--- src/rtl/sram_access_ctrl.sv ---
// Request sequencer for a single-port compiled SRAM macro: registers address/data,
// drives write_en/sense_en pulses with fixed timing and returns read words on a valid/ready channel.
module sram_access_ctrl #(
  parameter int ADDR_W       = 8,
  parameter int DATA_W       = 32,
  parameter int WR_CYCLES    = 1,
  parameter int SENSE_CYCLES = 2
) (
  input  logic              clk,
  input  logic              rst_n,
  input  logic              req_valid,
  output logic              req_ready,
  input  logic              req_we,
  input  logic [ADDR_W-1:0] req_addr,
  input  logic [DATA_W-1:0] req_wdata,
  output logic              rsp_valid,
  input  logic              rsp_ready,
  output logic [DATA_W-1:0] rsp_rdata,
  output logic              wr_done,
  output logic [ADDR_W-1:0] sram_addr,
  output logic [DATA_W-1:0] sram_din,
  input  logic [DATA_W-1:0] sram_dout,
  output logic              sram_write_en,
  output logic              sram_sense_en
);

  typedef enum logic [2:0] {IDLE, SETUP, WRITE, SENSE, RESP} state_t;

  // Counters are loaded with N-1 so a phase lasts exactly N enable cycles.
  localparam logic [3:0] WR_LOAD    = 4'(WR_CYCLES - 1);
  localparam logic [3:0] SENSE_LOAD = 4'(SENSE_CYCLES - 1);

  state_t              state_reg, state_next;
  logic [3:0]          cnt_reg, cnt_next;
  logic                we_reg, we_next;
  logic                req_ready_reg, req_ready_next;
  logic                rsp_valid_reg, rsp_valid_next;
  logic [DATA_W-1:0]   rsp_rdata_reg, rsp_rdata_next;
  logic                wr_done_reg, wr_done_next;
  logic [ADDR_W-1:0]   addr_reg, addr_next;
  logic [DATA_W-1:0]   din_reg, din_next;
  logic                write_en_reg, write_en_next;
  logic                sense_en_reg, sense_en_next;

  always_comb begin
    state_next     = state_reg;
    cnt_next       = cnt_reg;
    we_next        = we_reg;
    req_ready_next = req_ready_reg;
    rsp_valid_next = rsp_valid_reg;
    rsp_rdata_next = rsp_rdata_reg;
    wr_done_next   = 1'b0;
    addr_next      = addr_reg;
    din_next       = din_reg;
    write_en_next  = 1'b0;
    sense_en_next  = 1'b0;

    case (state_reg)
      IDLE: begin
        req_ready_next = 1'b1;
        if (req_valid && req_ready_reg) begin
          addr_next      = req_addr;
          if (req_we) din_next = req_wdata;
          we_next        = req_we;
          req_ready_next = 1'b0;
          state_next     = SETUP;
        end
      end
      SETUP: begin
        // Enables are registered, so they are raised on the edge leaving SETUP.
        if (we_reg) begin
          write_en_next = 1'b1;
          cnt_next      = WR_LOAD;
          state_next    = WRITE;
        end else begin
          sense_en_next = 1'b1;
          cnt_next      = SENSE_LOAD;
          state_next    = SENSE;
        end
      end
      WRITE: begin
        if (cnt_reg == 4'd0) begin
          wr_done_next   = 1'b1;
          req_ready_next = 1'b1;
          state_next     = IDLE;
        end else begin
          write_en_next = 1'b1;
          cnt_next      = cnt_reg - 4'd1;
        end
      end
      SENSE: begin
        if (cnt_reg == 4'd0) begin
          rsp_rdata_next = sram_dout;
          rsp_valid_next = 1'b1;
          state_next     = RESP;
        end else begin
          sense_en_next = 1'b1;
          cnt_next      = cnt_reg - 4'd1;
        end
      end
      RESP: begin
        if (rsp_ready) begin
          rsp_valid_next = 1'b0;
          req_ready_next = 1'b1;
          state_next     = IDLE;
        end
      end
      default: begin
        req_ready_next = 1'b1;
        rsp_valid_next = 1'b0;
        state_next     = IDLE;
      end
    endcase
  end

  always_ff @(posedge clk) begin
    if (!rst_n) begin
      state_reg     <= IDLE;
      cnt_reg       <= 4'd0;
      we_reg        <= 1'b0;
      req_ready_reg <= 1'b1;
      rsp_valid_reg <= 1'b0;
      rsp_rdata_reg <= '0;
      wr_done_reg   <= 1'b0;
      addr_reg      <= '0;
      din_reg       <= '0;
      write_en_reg  <= 1'b0;
      sense_en_reg  <= 1'b0;
    end else begin
      state_reg     <= state_next;
      cnt_reg       <= cnt_next;
      we_reg        <= we_next;
      req_ready_reg <= req_ready_next;
      rsp_valid_reg <= rsp_valid_next;
      rsp_rdata_reg <= rsp_rdata_next;
      wr_done_reg   <= wr_done_next;
      addr_reg      <= addr_next;
      din_reg       <= din_next;
      write_en_reg  <= write_en_next;
      sense_en_reg  <= sense_en_next;
    end
  end

  assign req_ready     = req_ready_reg;
  assign rsp_valid     = rsp_valid_reg;
  assign rsp_rdata     = rsp_rdata_reg;
  assign wr_done       = wr_done_reg;
  assign sram_addr     = addr_reg;
  assign sram_din      = din_reg;
  assign sram_write_en = write_en_reg;
  assign sram_sense_en = sense_en_reg;

endmodule

--- config.mk ---
export PLATFORM = sky130hd
export DESIGN_NAME = sram_access_ctrl
export DESIGN_NICKNAME = d
export VERILOG_FILES = /design/src/rtl/sram_access_ctrl.sv
export SDC_FILE = /design/constraint.sdc
export NUM_CORES = 1
export LEC_CHECK = 0
export ABC_AREA = 1
export CORE_ASPECT_RATIO = 0.9
export CORE_MARGIN = 2
export CORE_UTILIZATION = 42
export CTS_BUF_LIST = sky130_fd_sc_hd__clkbuf_4 sky130_fd_sc_hd__clkbuf_8
export DETAILED_ROUTE_END_ITERATION = 6
export PLACE_DENSITY = 0.84
export REMOVE_ABC_BUFFERS = 1
export SETUP_SLACK_MARGIN = 0.1
export SLEW_MARGIN = 10
export SYNTH_ARGS = -nofsm -noshare
export SYNTH_HDL_FRONTEND = slang
export SYNTH_SLANG_ARGS = --single-unit
--- constraint.sdc ---
create_clock -name clk -period 1.95 [get_ports clk]
set_clock_uncertainty 0.1 [all_clocks]
set_input_delay 0.4875 -clock clk [delete_from_list [all_inputs] [get_ports clk]]
set_output_delay 0.4875 -clock clk [all_outputs]
set_load 0.05 [all_outputs]
* After elaboration in Yosys (flattened, before gate mapping)
Cells that the tools add are included.
** Operators by class
- Equal/unequal tests :: 9
- Bitwise gates (word level) :: 2
- Multiplexer cells :: 21
- Add/sub/neg operators :: 1
- Reductions and logical operators :: 15
** Operator list (count)
- 3-bit case mux with 5 select lines :: 1
- 3-bit 2-to-1 mux :: 4
- 1-bit 2-to-1 mux :: 10
- 2-bit != test (second input constant) :: 5
- 3-bit AND reduction :: 3
- 4-bit case mux with 2 select lines :: 1
- 2-bit AND reduction :: 4
- 3-bit by 2-bit equality test with 1-bit output (second input constant) :: 2
- 4-bit zero test :: 1
- 4-bit 2-to-1 mux :: 1
- 1-bit case mux with 2 select lines :: 2
- 1-bit case mux with 4 select lines :: 1
- 4-bit AND reduction :: 1
- 2-bit OR reduction :: 2
- 4-bit by 1-bit subtractor with 4-bit output (second input constant) :: 1
- 3-bit by 1-bit equality test with 1-bit output (second input constant) :: 1
- 3-bit equality test (second input constant) :: 1
- 3-bit zero test :: 1
- 1-bit case mux with 3 select lines :: 1
- 3-bit OR reduction :: 1
- 1-bit NOT :: 2
- 2-bit nonzero test :: 1
- 1-bit logical AND :: 1
** Storage, ports and cells
- Flip-flop bits (word level) :: 85
- Word-level logic and storage cells :: 59
- Bits of input ports :: 77

* Depth between registers and ports, before layout
Gate-level depths: netlist of run 1.
- Depth after elaboration :: 4
- Depth in mapped cells :: 9
- Gate-level depth less buffers :: 8

* Least setup slack after synthesis of run 1
Ideal clock, no wire load.
- Path type :: register to register
- From :: register req_ready_reg (netlist: req_ready)
- To :: register din_reg[22] (netlist: sram_din[22])
- Arrival time :: 1.498 ns
- Cell stages (with the launch flop) :: 7
- Required time :: 1.736 ns
- Setup slack :: 0.238 ns
- Buffers on the path :: 1
- Period minus slack after synthesis :: 1.712 ns
- Path through :: dfxtp_1 nand2_1 nor2_8 nand2_4 buf_2 o21bai_1 nor2_1
** Between the ends
- Cells in the longest elaborated chain, start to end :: 2
** RTL lines
- start: declaration :: RTL line 36 : logic req_ready_reg, req_ready_next;
- start signal: assignment :: RTL line 133 : req_ready_reg <= req_ready_next;
- 1-bit logical AND :: RTL line 61 : if (req_valid && req_ready_reg) begin
- 3-bit AND reduction (no source line)
- end signal: assignment :: RTL line 138 : din_reg <= din_next;
- end: declaration :: RTL line 41 : logic [DATA_W-1:0] din_reg, din_next;
Every way passes these cells.
A chain may end at the register's enable or synchronous reset.

* Worst setup path in the final report of run 1
- From :: register cnt_reg[0]
- To :: register rsp_rdata_reg[5] (netlist: rsp_rdata[5])
** Between the ends
- Cells in the longest elaborated chain, start to end :: 2
** RTL lines
- start: declaration :: RTL line 34 : logic [3:0] cnt_reg, cnt_next;
- start signal: assignment :: RTL line 131 : cnt_reg <= cnt_next;
- 4-bit zero test :: RTL line 92 : if (cnt_reg == 4'd0) begin
- 2-bit AND reduction (no source line)
- end signal: assignment :: RTL line 135 : rsp_rdata_reg <= rsp_rdata_next;
- end: declaration :: RTL line 38 : logic [DATA_W-1:0] rsp_rdata_reg, rsp_rdata_next;
Every way passes these cells.

==> impl_results.md, run 1 <==
* CTS resizes at 0
* Hold_sp: rsp_valid
* # DRC at 0
* Slowest cell on the critical path: dfxtp_1
* Fill count at 641
* Clock sink count at 85
* Tot Pwr at 6800 uW
* Synth area leaders: dfxtp_1, nor2_1, o21bai_1, o21ai_0, nand2_1
* Routability cong. at 0.875
* IO Port Bufs at 153
* Maximum root-to-sink buffer count at 2
* Core ar. at 0.00747 mm2
* Post-synth EDFFs at 0
* Top_reg_cell synth: dfxtp_1
* FMAX at 617 MHz
* Post-DR wirelength/cell at 13.0 um
* Worst-Margin Slew at 317 ps
* Worst VDD drop at 1.08 mV
* Syn_area_per_cell at a little under 8 um2
* R2R Setup Slk at 330 ps
* Worst path cell trace: inv_1 > ha_1 > nand2_2 > inv_1 > nand2_4 > buf_4 > o21ai_0 > nor2_1
* Hold endpoint: rsp_valid
* Via density at 4.77
* Cells after Synth at 404
* Total CTS buffers at 9
* Critical path required time at 2140 ps
* Via count of the first global-routing pass at 2928
* Final period util at roughly 83%
* Post-DP Area at 0.00470 mm2
* Crit Path Class: register to register
* Initial antenna violation count at 0
* Final worst setup slack at 330 ps
* Maximum number of pins on one net before global-route repair at 34
* Power density cells at 1390 mW/mm2
* Total global-route track usage at roughly 20%
* Initial core utilization at about 43%
* Ant diodes at 0
* First-pass DRT Iterations at 4
* Max Cap Viol at 0
* DIE AREA at 0.00837 mm2
* Cell Area, Synth at 0.00322 mm2
* Setup crit end kind: register
* Slew Limit Fails at 0
* Cell taking the most area after synthesis: dfxtp_1
* Crit path largest cell delay at 380 ps
* First-pass GRT wire length at ~13000 um
* CP max FO at 21
* Routed Antenna Nets at 0
* Detailed Place HPWL at about 6400 um
* Clk_lat worst skew at 350 ps
* Crit path DAT at 1810 ps
* Most common cell in the netlist: nor2_1
* Class of the worst hold path: register to register
* Vias at 3157
* Cell area after layout at 0.00491 mm2
* Worst r2r path cells at 8
* Final min period at 1620 ps
* Post-synthesis register bit count at 85
* CP Launch Type: register
* Setup Total Neg Slack at 0 ps
* Post-synthesis sequential area ratio at a little over half
* Static leakage at 0.00213 uW
* Setup bufs post-CTS at 0
* Die height at 87.0 um
* Clock-pin slew on the worst setup and hold paths at 90 ps
* Worst R2R End: rsp_rdata[5]
* Synth warn at 0
* CTS Hold Buffers Added at 0
* Final WL at between 8000 and 9000 um
* Share of cells above drive strength 1 at a little over a fifth
* Post-synth top cells: nor2_1, dfxtp_1, o21ai_0
* Worst R2R Start: cnt_reg[0]
* CTS H-tree lvls at 3
* Row count at 30
* Final setup viols at 0
* Slew margin rel. at about four fifths
* GRT overflow at 0
* CTS tree: yes
* RSZ-0062 raised after global routing: false
* Area share of the largest cell type after synthesis at 52.9%
* Status: finished, final reports clean
* Netlist cell types at 23
* Fin. Hold Viols at 0
* WHS Path Cells at 2
* CP dominant cell by count: inv_1
* Root Driver: clkbuf_8
* Starting DRT DRC Count at 96
* Post-synthesis async set-or-reset flop share at 0%
* Final #Nets at 640
* Num ports at 154
* Worst slack at placement at 44.6 ps
* Synthesis-to-finish area growth at 52.7%
* Die Wd at between 90 and 100 um
critical path: cells and delay by family (launching register included):
family          cells  cell delay, ps
simple gates        3             350
compound gates      1             130
flops               1             380
fa+ha+maj           1             200
buf+inv             3             410
power breakdown:
group	total, uW	internal [uW]	switching, uW
registers	2370	2130	241
clock network	1270	636	637
logic	3160	1050	2110
layout by cell type (no fill, tap or decap), types with 9 or more instances in the layout:
master	instances
buf_4	88
clkbuf_8	10
clkdlybuf4s50_1	76
dfxtp_1	85
inv_1	12
nand2_1	21
nor2_1	157
o21ai_0	35
o21ai_1	9
o21bai_1	32
layer usage:
layer / share of wire [%] / up-vias / routed length [um] / track usage [%]
met3: 6.7 / 25 / 577 / 5.54
met4: 4.0 / 0 / 349 / 11.7
li1: - / 1605 / - / -
met2: 48 / 109 / 4180 / 34.9
met1: 41 / 1418 / 3530 / 22.9
met5: 0 / - / 0 / 0
logic make-up after synthesis:
kind of cell / Yosys count / synth area share [%]
AND/OR/NAND/NOR: 197 / 25.3
buffers and inverters: 36 / 5.41
adder cells (fa/ha/maj): 2 / 0.778
AO/OA/AOI/OAI: 84 / 15.6
flip-flops: 85 / 52.9
metrics by stage:
stage                     std cells  hold slack, ps  utilization, %
after global placement          646             335            62.9
after global routing            662             375            65.7
after floorplan                 383             354               -
final                           662             346            65.7
after detailed placement        646             336            62.9
after CTS                       662             349            65.7
worst max-delay path by stage:
stage,from,end,slack [ps],cells after the start
after floorplan,req_ready,sram_din[0],80,6
after global placement,req_valid,sram_din[21],60,7
after detailed placement,req_valid,sram_din[13],40,7
after CTS,cnt_reg[0],rsp_rdata[13],240,8
after global routing,cnt_reg[0],rsp_rdata[5],180,8
final,cnt_reg[0],rsp_rdata[5],330,8
layout make-up:
class	count	area, um2	share of cell area, %
clock inverter	6	68.8	1.40
inverter	15	60.1	1.22
timing repair buffer	167	1480	30.2
sequential	85	1700	34.7
multi-input combinational	283	1340	27.3
tap	96	120	2.45
clock buffer	10	138	2.80
No activity file was read; power rests on OpenSTA's default activity.
==> inputs of run 2 (changes only) <==
==> constraint.sdc (replaced) <==
create_clock -name clk -period 1.5 [get_ports clk]
set_clock_uncertainty 0.1 [all_clocks]
set_input_delay 0.375 -clock clk [delete_from_list [all_inputs] [get_ports clk]]
set_output_delay 0.375 -clock clk [all_outputs]
set_load 0.05 [all_outputs]
==> run 2 against run 1 <==
Compared with the run above:
- sequential share of layout area fell by 7.2 points
- clock power rose by 44%
- register-to-register slack got worse by 280 ps
- utilization rose by 19 points
- via count rose by 13%
- hold slack improved by 40 ps
- combinational power rose by 89%
- sequential power rose by 43%
- flip-flop and latch count did not move
- die area did not move
- routed wire length rose by 40%
- critical path type unchanged
- critical endpoint is now rsp_rdata[16]
==> impl_results.md, run 2 (synthesized netlist as in run 1, its figures left out) <==
* Status: finished, final reports clean (unchanged)
* GRT overflow at 0 (unchanged)
* Root Driver: clkbuf_8 (unchanged)
* Clk_lat worst skew at 340 ps (was 350 ps)
* Critical path required time at 1640 ps (was 2140 ps)
* Starting DRT DRC Count at 149 (was 96)
* Fill count at 373 (was 641)
* Final WL at 12000 um (was 8630 um)
* Clock-pin slew on the worst setup and hold paths at 90 ps (about the same)
* Storage element area at 0.00175 mm2 (was 0.00170 mm2)
* CTS tree: yes (unchanged)
* Combinational Power Share at 53.5% (was 46.5%)
* Total global-route track usage at 23.9% (was 20.5%)
* Commonest non-fill, non-tap cells in the layout: nor2_1, buf_12, clkdlybuf4s50_1 (was nor2_1, buf_4, dfxtp_1)
* Via count of the first global-routing pass at 3342 (was 2928)
* Routed Antenna Nets at 0 (unchanged)
* Setup Total Neg Slack at 0 ps (unchanged)
* Final period util at 96.8% (was 83.1%)
* Initial antenna violation count at 0 (unchanged)
* Static leakage at 0.00255 uW (was 0.00213 uW)
* CP Launch Type: register (unchanged)
* Core ar. at 0.00747 mm2 (unchanged)
* RSZ-0062 raised after global routing: true (was false)
* Worst r2r path cells at 7 (was 8)
* CTS H-tree lvls at 3 (unchanged)
* Via density at 5.23 (was 4.77)
* Tot Pwr at 11200 uW (was 6800 uW)
* Power density cells at 1760 mW/mm2 (was 1390 mW/mm2)
* Ant diodes at 0 (unchanged)
* Maximum root-to-sink buffer count at 2 (unchanged)
* Row count at 30 (unchanged)
* Fin util at 85.2% (was 65.7%)
* Post-DP Area at 0.00570 mm2 (was 0.00470 mm2)
* Fin. Hold Viols at 0 (unchanged)
* Sequential power share at 30.2% (was 34.8%)
* Cell area after layout at 0.00636 mm2 (was 0.00491 mm2)
* Most common cell after layout, fill and taps aside: nor2_1 (unchanged)
* R2R Setup Slk at 50 ps (was 330 ps)
* Setup crit end kind: register (unchanged)
* Class of the worst hold path: register to register (unchanged)
* CP max FO at 7 (was 21)
* Clk network pwr share at 16.3% (was 18.7%)
* FMAX at 688 MHz (was 617 MHz)
* Clock sink count at 85 (unchanged)
* Post-DR wirelength/cell at 17.7 um (was 13.0 um)
* Routability cong. at 0.876 (was 0.875)
* Vias at 3564 (was 3157)
* Slew margin rel. at 70.4% (was 78.9%)
* Die height at 87.0 um (unchanged)
* # DRC at 0 (unchanged)
* Crit Path Class: register to register (unchanged)
* Share of cells above drive strength 1 at 35.3% (was 20.8%)
* IO Port Bufs at 153 (unchanged)
* Footprint of the multi-input gates at 0.00151 mm2 (was 0.00134 mm2)
* Die Wd at 96.2 um (unchanged)
* Final setup viols at 0 (unchanged)
* Num ports at 154 (unchanged)
* Detailed Place HPWL at 7360 um (was 6430 um)
* Slew Limit Fails at 0 (unchanged)
* Synthesis-to-finish area growth at 97.9% (was 52.7%)
* Switching share of power at 41.2% (was 44.0%)
* Maximum number of pins on one net before global-route repair at 34 (unchanged)
* DIE AREA at 0.00837 mm2 (unchanged)
* Worst-Margin Slew at 443 ps (was 317 ps)
* Sw power at 4610 uW (was 2990 uW)
* Inst Count DP at 652 (was 646)
* Worst VDD drop at 1.15 mV (was 1.08 mV)
* First-pass GRT wire length at 15500 um (was 13200 um)
* Final #Nets at 660 (was 640)
* Total CTS buffers at 9 (unchanged)
* WHS Path Cells at 2 (unchanged)
* Crit path DAT at 1590 ps (was 1810 ps)
* First-pass DRT Iterations at 4 (unchanged)
* Max Cap Viol at 0 (unchanged)
* Final min period at 1450 ps (was 1620 ps)
* Internal power at 6570 uW (was 3810 uW)
* Post-Layout Cell Count at 682 (was 662)
* Initial core utilization at 43.0% (unchanged)
-- run 2: changes by cell type in the layout (fill, tap and decap cells not counted), moves of 3 or more --
cell	previous run	this run
buf_4	88	21
nand2_1	21	17
inv_1	12	8
o21ai_0	35	12
clkbuf_16	0	3
buf_6	0	6
o21ai_2	0	22
dfxtp_2	0	33
buf_12	3	80
dfxtp_1	85	51
-- run 2: worst paths after layout --
path,endpoint,startpoint
setup / recovery,rsp_rdata[16],state_reg[2]
setup reg to reg,rsp_rdata[16],state_reg[2]
hold reg to reg,we_reg,we_reg
hold / removal,we_reg,we_reg
-- run 2: metrics by stage --
stage	hold slack, ps	worst slack [ps]
final	387	47.4
after global routing	412	-37.4
after CTS	389	94.9
after detailed placement	378	-374
after global placement	374	-310
after floorplan	354	-372
-- run 2: per-layer routing --
layer,vias to the layer above,wire length (um),GRT usage [%]
met2,149,6580,44.3
met4,0,521,9.22
met3,40,754,5.80
met5,-,0,0
li1,1643,-,-
met1,1732,4190,26.0
-- run 2: what timing repair did --
| action | CTS | global route |
|---|---|---|
| resized for setup | 23 | 97 |
| buffers inserted | 5 | 5 |
| setup endpoints to repair | 67 | 89 |
| gates cloned | 0 | 4 |
| pin swaps | 6 | 12 |
| endpoints found under the hold margin | 0 | 0 |
| hold buffers | 0 | 0 |
-- run 2: final cells by class --
| type | instances | area share [%] |
|---|---|---|
| clock inverter | 5 | 1.32 |
| clock buffer | 11 | 2.28 |
| tap | 96 | 1.89 |
| timing repair buffer | 187 | 42.0 |
| inverter | 15 | 1.24 |
| multi-input combinational | 283 | 23.8 |
| sequential | 85 | 27.4 |
-- run 2: worst max-delay path, cell delays in order, from the launching register on --
cell       delay [ps]
dfxtp_2           340
inv_4             100
nand2_4            70
nor2_4            190
nand2_8           140
clkbuf_16         200
o21ai_2           150
nor2_1             60
-- run 2: power groups by stage --
stage | clock network, uW | registers, uW | logic [uW]
after floorplan | 0 | 4520 | 1340
after global placement | 0 | 3300 | 5130
after detailed placement | 0 | 3330 | 5270
after CTS | 1830 | 3290 | 5480
after global routing | 1940 | 3420 | 6300
final | 1830 | 3380 | 5980
==> inputs of run 3 (changes only) <==
--- a/config.mk
+++ b/config.mk
@@ -8,10 +8,10 @@
 export ABC_AREA = 1
 export CORE_ASPECT_RATIO = 0.9
 export CORE_MARGIN = 2
-export CORE_UTILIZATION = 42
+export CORE_UTILIZATION = 38
 export CTS_BUF_LIST = sky130_fd_sc_hd__clkbuf_4 sky130_fd_sc_hd__clkbuf_8
 export DETAILED_ROUTE_END_ITERATION = 6
-export PLACE_DENSITY = 0.84
+export PLACE_DENSITY = 0.81
 export REMOVE_ABC_BUFFERS = 1
 export SETUP_SLACK_MARGIN = 0.1
 export SLEW_MARGIN = 10
==> constraint.sdc (replaced) <==
create_clock -name clk -period 1.2 [get_ports clk]
set_clock_uncertainty 0.1 [all_clocks]
set_input_delay 0.3 -clock clk [delete_from_list [all_inputs] [get_ports clk]]
set_output_delay 0.3 -clock clk [all_outputs]
set_load 0.05 [all_outputs]
==> run 3 against run 2 <==
Compared with the run above:
- the flow now finishes with violations (negative setup slack)
- combinational power up 44%
- sequential power up 27%
- clock-buffer cell count down 1
- critical path depth up 2
- routed wire length up 5.8%
- global-route usage down 0.48 points
- cell area up 5.7%
- register-to-register slack worse by 290 ps
- clock power up 22%
- sequential share of layout area down 0.41 points
- total power up 35%
- die area up 10%
- critical path type unchanged
- critical endpoint is now sram_din[5]
==> impl_results.md, run 3 (synthesized netlist as in run 1, its figures left out) <==
* Status: finished, violations left (was finished, final reports clean)
* Failing checks: negative setup slack
* # DRC at 0 (unchanged)
* Fill count at 437 (was 373)
* CP max FO at 10 (was 7)
* Maximum root-to-sink buffer count at 2 (unchanged)
* Crit path DAT at 1590 ps (about the same)
* IO Port Bufs at 153 (unchanged)
* Die height at 91.3 um (was 87.0 um)
* Worst r2r path cells at 9 (was 7)
* Clock-pin slew on the worst setup and hold paths at 80 ps (was 90 ps)
* Share of cells above drive strength 1 at 48.7% (was 35.3%)
* Max Cap Viol at 0 (unchanged)
* Worst-Margin Slew at 404 ps (was 443 ps)
* Setup crit end kind: register (unchanged)
* RSZ-0062 raised after global routing: true (unchanged)
* CTS tree: yes (unchanged)
* Slew Limit Fails at 0 (unchanged)
* Routability cong. at 0.868 (was 0.876)
* Die Wd at 101 um (was 96.2 um)
* WHS Path Cells at 1 (was 2)
* Total CTS buffers at 9 (unchanged)
* Final WL at 12700 um (was 12000 um)
* Routed Antenna Nets at 0 (unchanged)
* Num ports at 154 (unchanged)
* Worst VDD drop at 2.04 mV (was 1.15 mV)
* Crit Path Class: register to register (unchanged)
* Post-DR wirelength/cell at 18.1 um (was 17.7 um)
* R2R Setup Slk at -250 ps (was 50 ps)
* Via count of the first global-routing pass at 3491 (was 3342)
* Hold_sp: state_reg[0] (was we_reg)
* Hold endpoint: wr_done (was we_reg)
* CP Launch Type: register (unchanged)
* Slew margin rel. at 73.1% (was 70.4%)
* First-pass DRT Iterations at 4 (unchanged)
* First-pass GRT wire length at 16900 um (was 15500 um)
* Final worst setup slack at -247 ps (was 47.4 ps)
* Final #Nets at 679 (was 660)
* Fin util at 82.6% (was 85.2%)
* DIE AREA at 0.00922 mm2 (was 0.00837 mm2)
* Clk_lat worst skew at 350 ps (was 340 ps)
* Root Driver: clkbuf_8 (unchanged)
* CTS H-tree lvls at 3 (unchanged)
* Row count at 31 (was 30)
* Core ar. at 0.00815 mm2 (was 0.00747 mm2)
* Via density at 5.11 (was 5.23)
* Final setup viols at 161 (was 0)
* Initial antenna violation count at 0 (unchanged)
* Worst R2R End: sram_din[5] (was rsp_rdata[16])
* FMAX at 691 MHz (was 688 MHz)
* Maximum number of pins on one net before global-route repair at 34 (unchanged)
* Class of the worst hold path: register to register (unchanged)
* Power density cells at 2250 mW/mm2 (was 1760 mW/mm2)
* GRT overflow at 0 (unchanged)
* Ant diodes at 0 (unchanged)
* Synthesis-to-finish area growth at 109% (was 97.9%)
* Worst R2R Start: state_reg[2] (unchanged)
* Footprint of the multi-input gates at 0.00162 mm2 (was 0.00151 mm2)
* Static leakage at 0.00271 uW (was 0.00255 uW)
* CTS Hold Buffers Added at 0 (unchanged)
* Most common cell after layout, fill and taps aside: nor2_1 (unchanged)
* Commonest non-fill, non-tap cells in the layout: nor2_1, buf_12, dfxtp_2, clkdlybuf4s50_1, buf_4 (was nor2_1, buf_12, clkdlybuf4s50_1)
* Clock sink count at 85 (unchanged)
* Critical path required time at 1350 ps (was 1640 ps)
* Detailed Place HPWL at 7670 um (was 7360 um)
* Inst Count DP at 666 (was 652)
* Post-Layout Cell Count at 703 (was 682)
* Total global-route track usage at 23.5% (was 23.9%)
* Final min period at 1450 ps (about the same)
* Final period util at 121% (was 96.8%)
* Starting DRT DRC Count at 171 (was 149)
* Initial core utilization at 39.5% (was 43.0%)
* Critical Path Source: state_reg[2] (unchanged)
* Fin. Hold Viols at 0 (unchanged)
* Vias at 3589 (was 3564)
* Storage element area at 0.00182 mm2 (was 0.00175 mm2)
-- run 3: power by group --
group,total [uW],switching [uW],internal (uW)
logic,8590,4550,4030
registers,4290,682,3610
clock network,2240,1050,1200
-- run 3: how the worst max path moves through the flow --
stage,cells past startpoint,slack (ps),end
finish,9,-250,sram_din[5]
floorplan,6,-670,sram_din[0]
CTS,8,-160,sram_din[13]
global route,9,-300,sram_din[5]
global placement,7,-510,sram_din[16]
detailed placement,8,-570,sram_din[24]
-- run 3: metal layers --
layer | wire length (um) | global-route usage [%]
met1 | 4700 | 24.5
met2 | 6990 | 44.1
met3 | 615 | 6.16
met4 | 437 | 8.90
met5 | 0 | 0
-- run 3: through the flow --
step | setup TNS [ps] | hold WS, ps | power (uW) | worst slack, ps | area (um2)
after floorplan | -35180 | 285 | 7320 | -672 | 3100
after global placement | -32080 | 374 | 10900 | -510 | 5810
after detailed placement | -35600 | 377 | 11200 | -567 | 5810
after CTS | -14560 | 371 | 14000 | -157 | 6330
after global routing | -25250 | 374 | 15800 | -296 | 6730
final | -17600 | 365 | 15100 | -247 | 6730
-- run 3: area by class of cell --
class                           count  share of cell area (%)
Tap cell                           99                    1.84
Clock inverter                      5                    1.26
Inverter                           15                    1.28
Multi-Input combinational cell    284                    24.0
Clock buffer                       10                    1.95
Timing Repair inverter              2                   0.297
Timing Repair Buffer              203                    42.3
Sequential cell                    85                    27.0
-- run 3: what timing repair did --
item,4_1_cts,5_1_grt
buffers inserted,11,3
gates resized for setup,138,61
gates cloned,0,8
hold endpoints to repair,0,0
pin swaps,3,10
endpoints found under the setup margin,162,162
-- run 3: critical path: stages (launching register included) --
cell and delay, ps:
dfxtp_2 340, inv_2 50, buf_12 130, nand2_4 90, nor2_8 40, nand2_4 100, clkinv_4 100, clkbuf_16 180
nor2_1 150, nor2_1 60
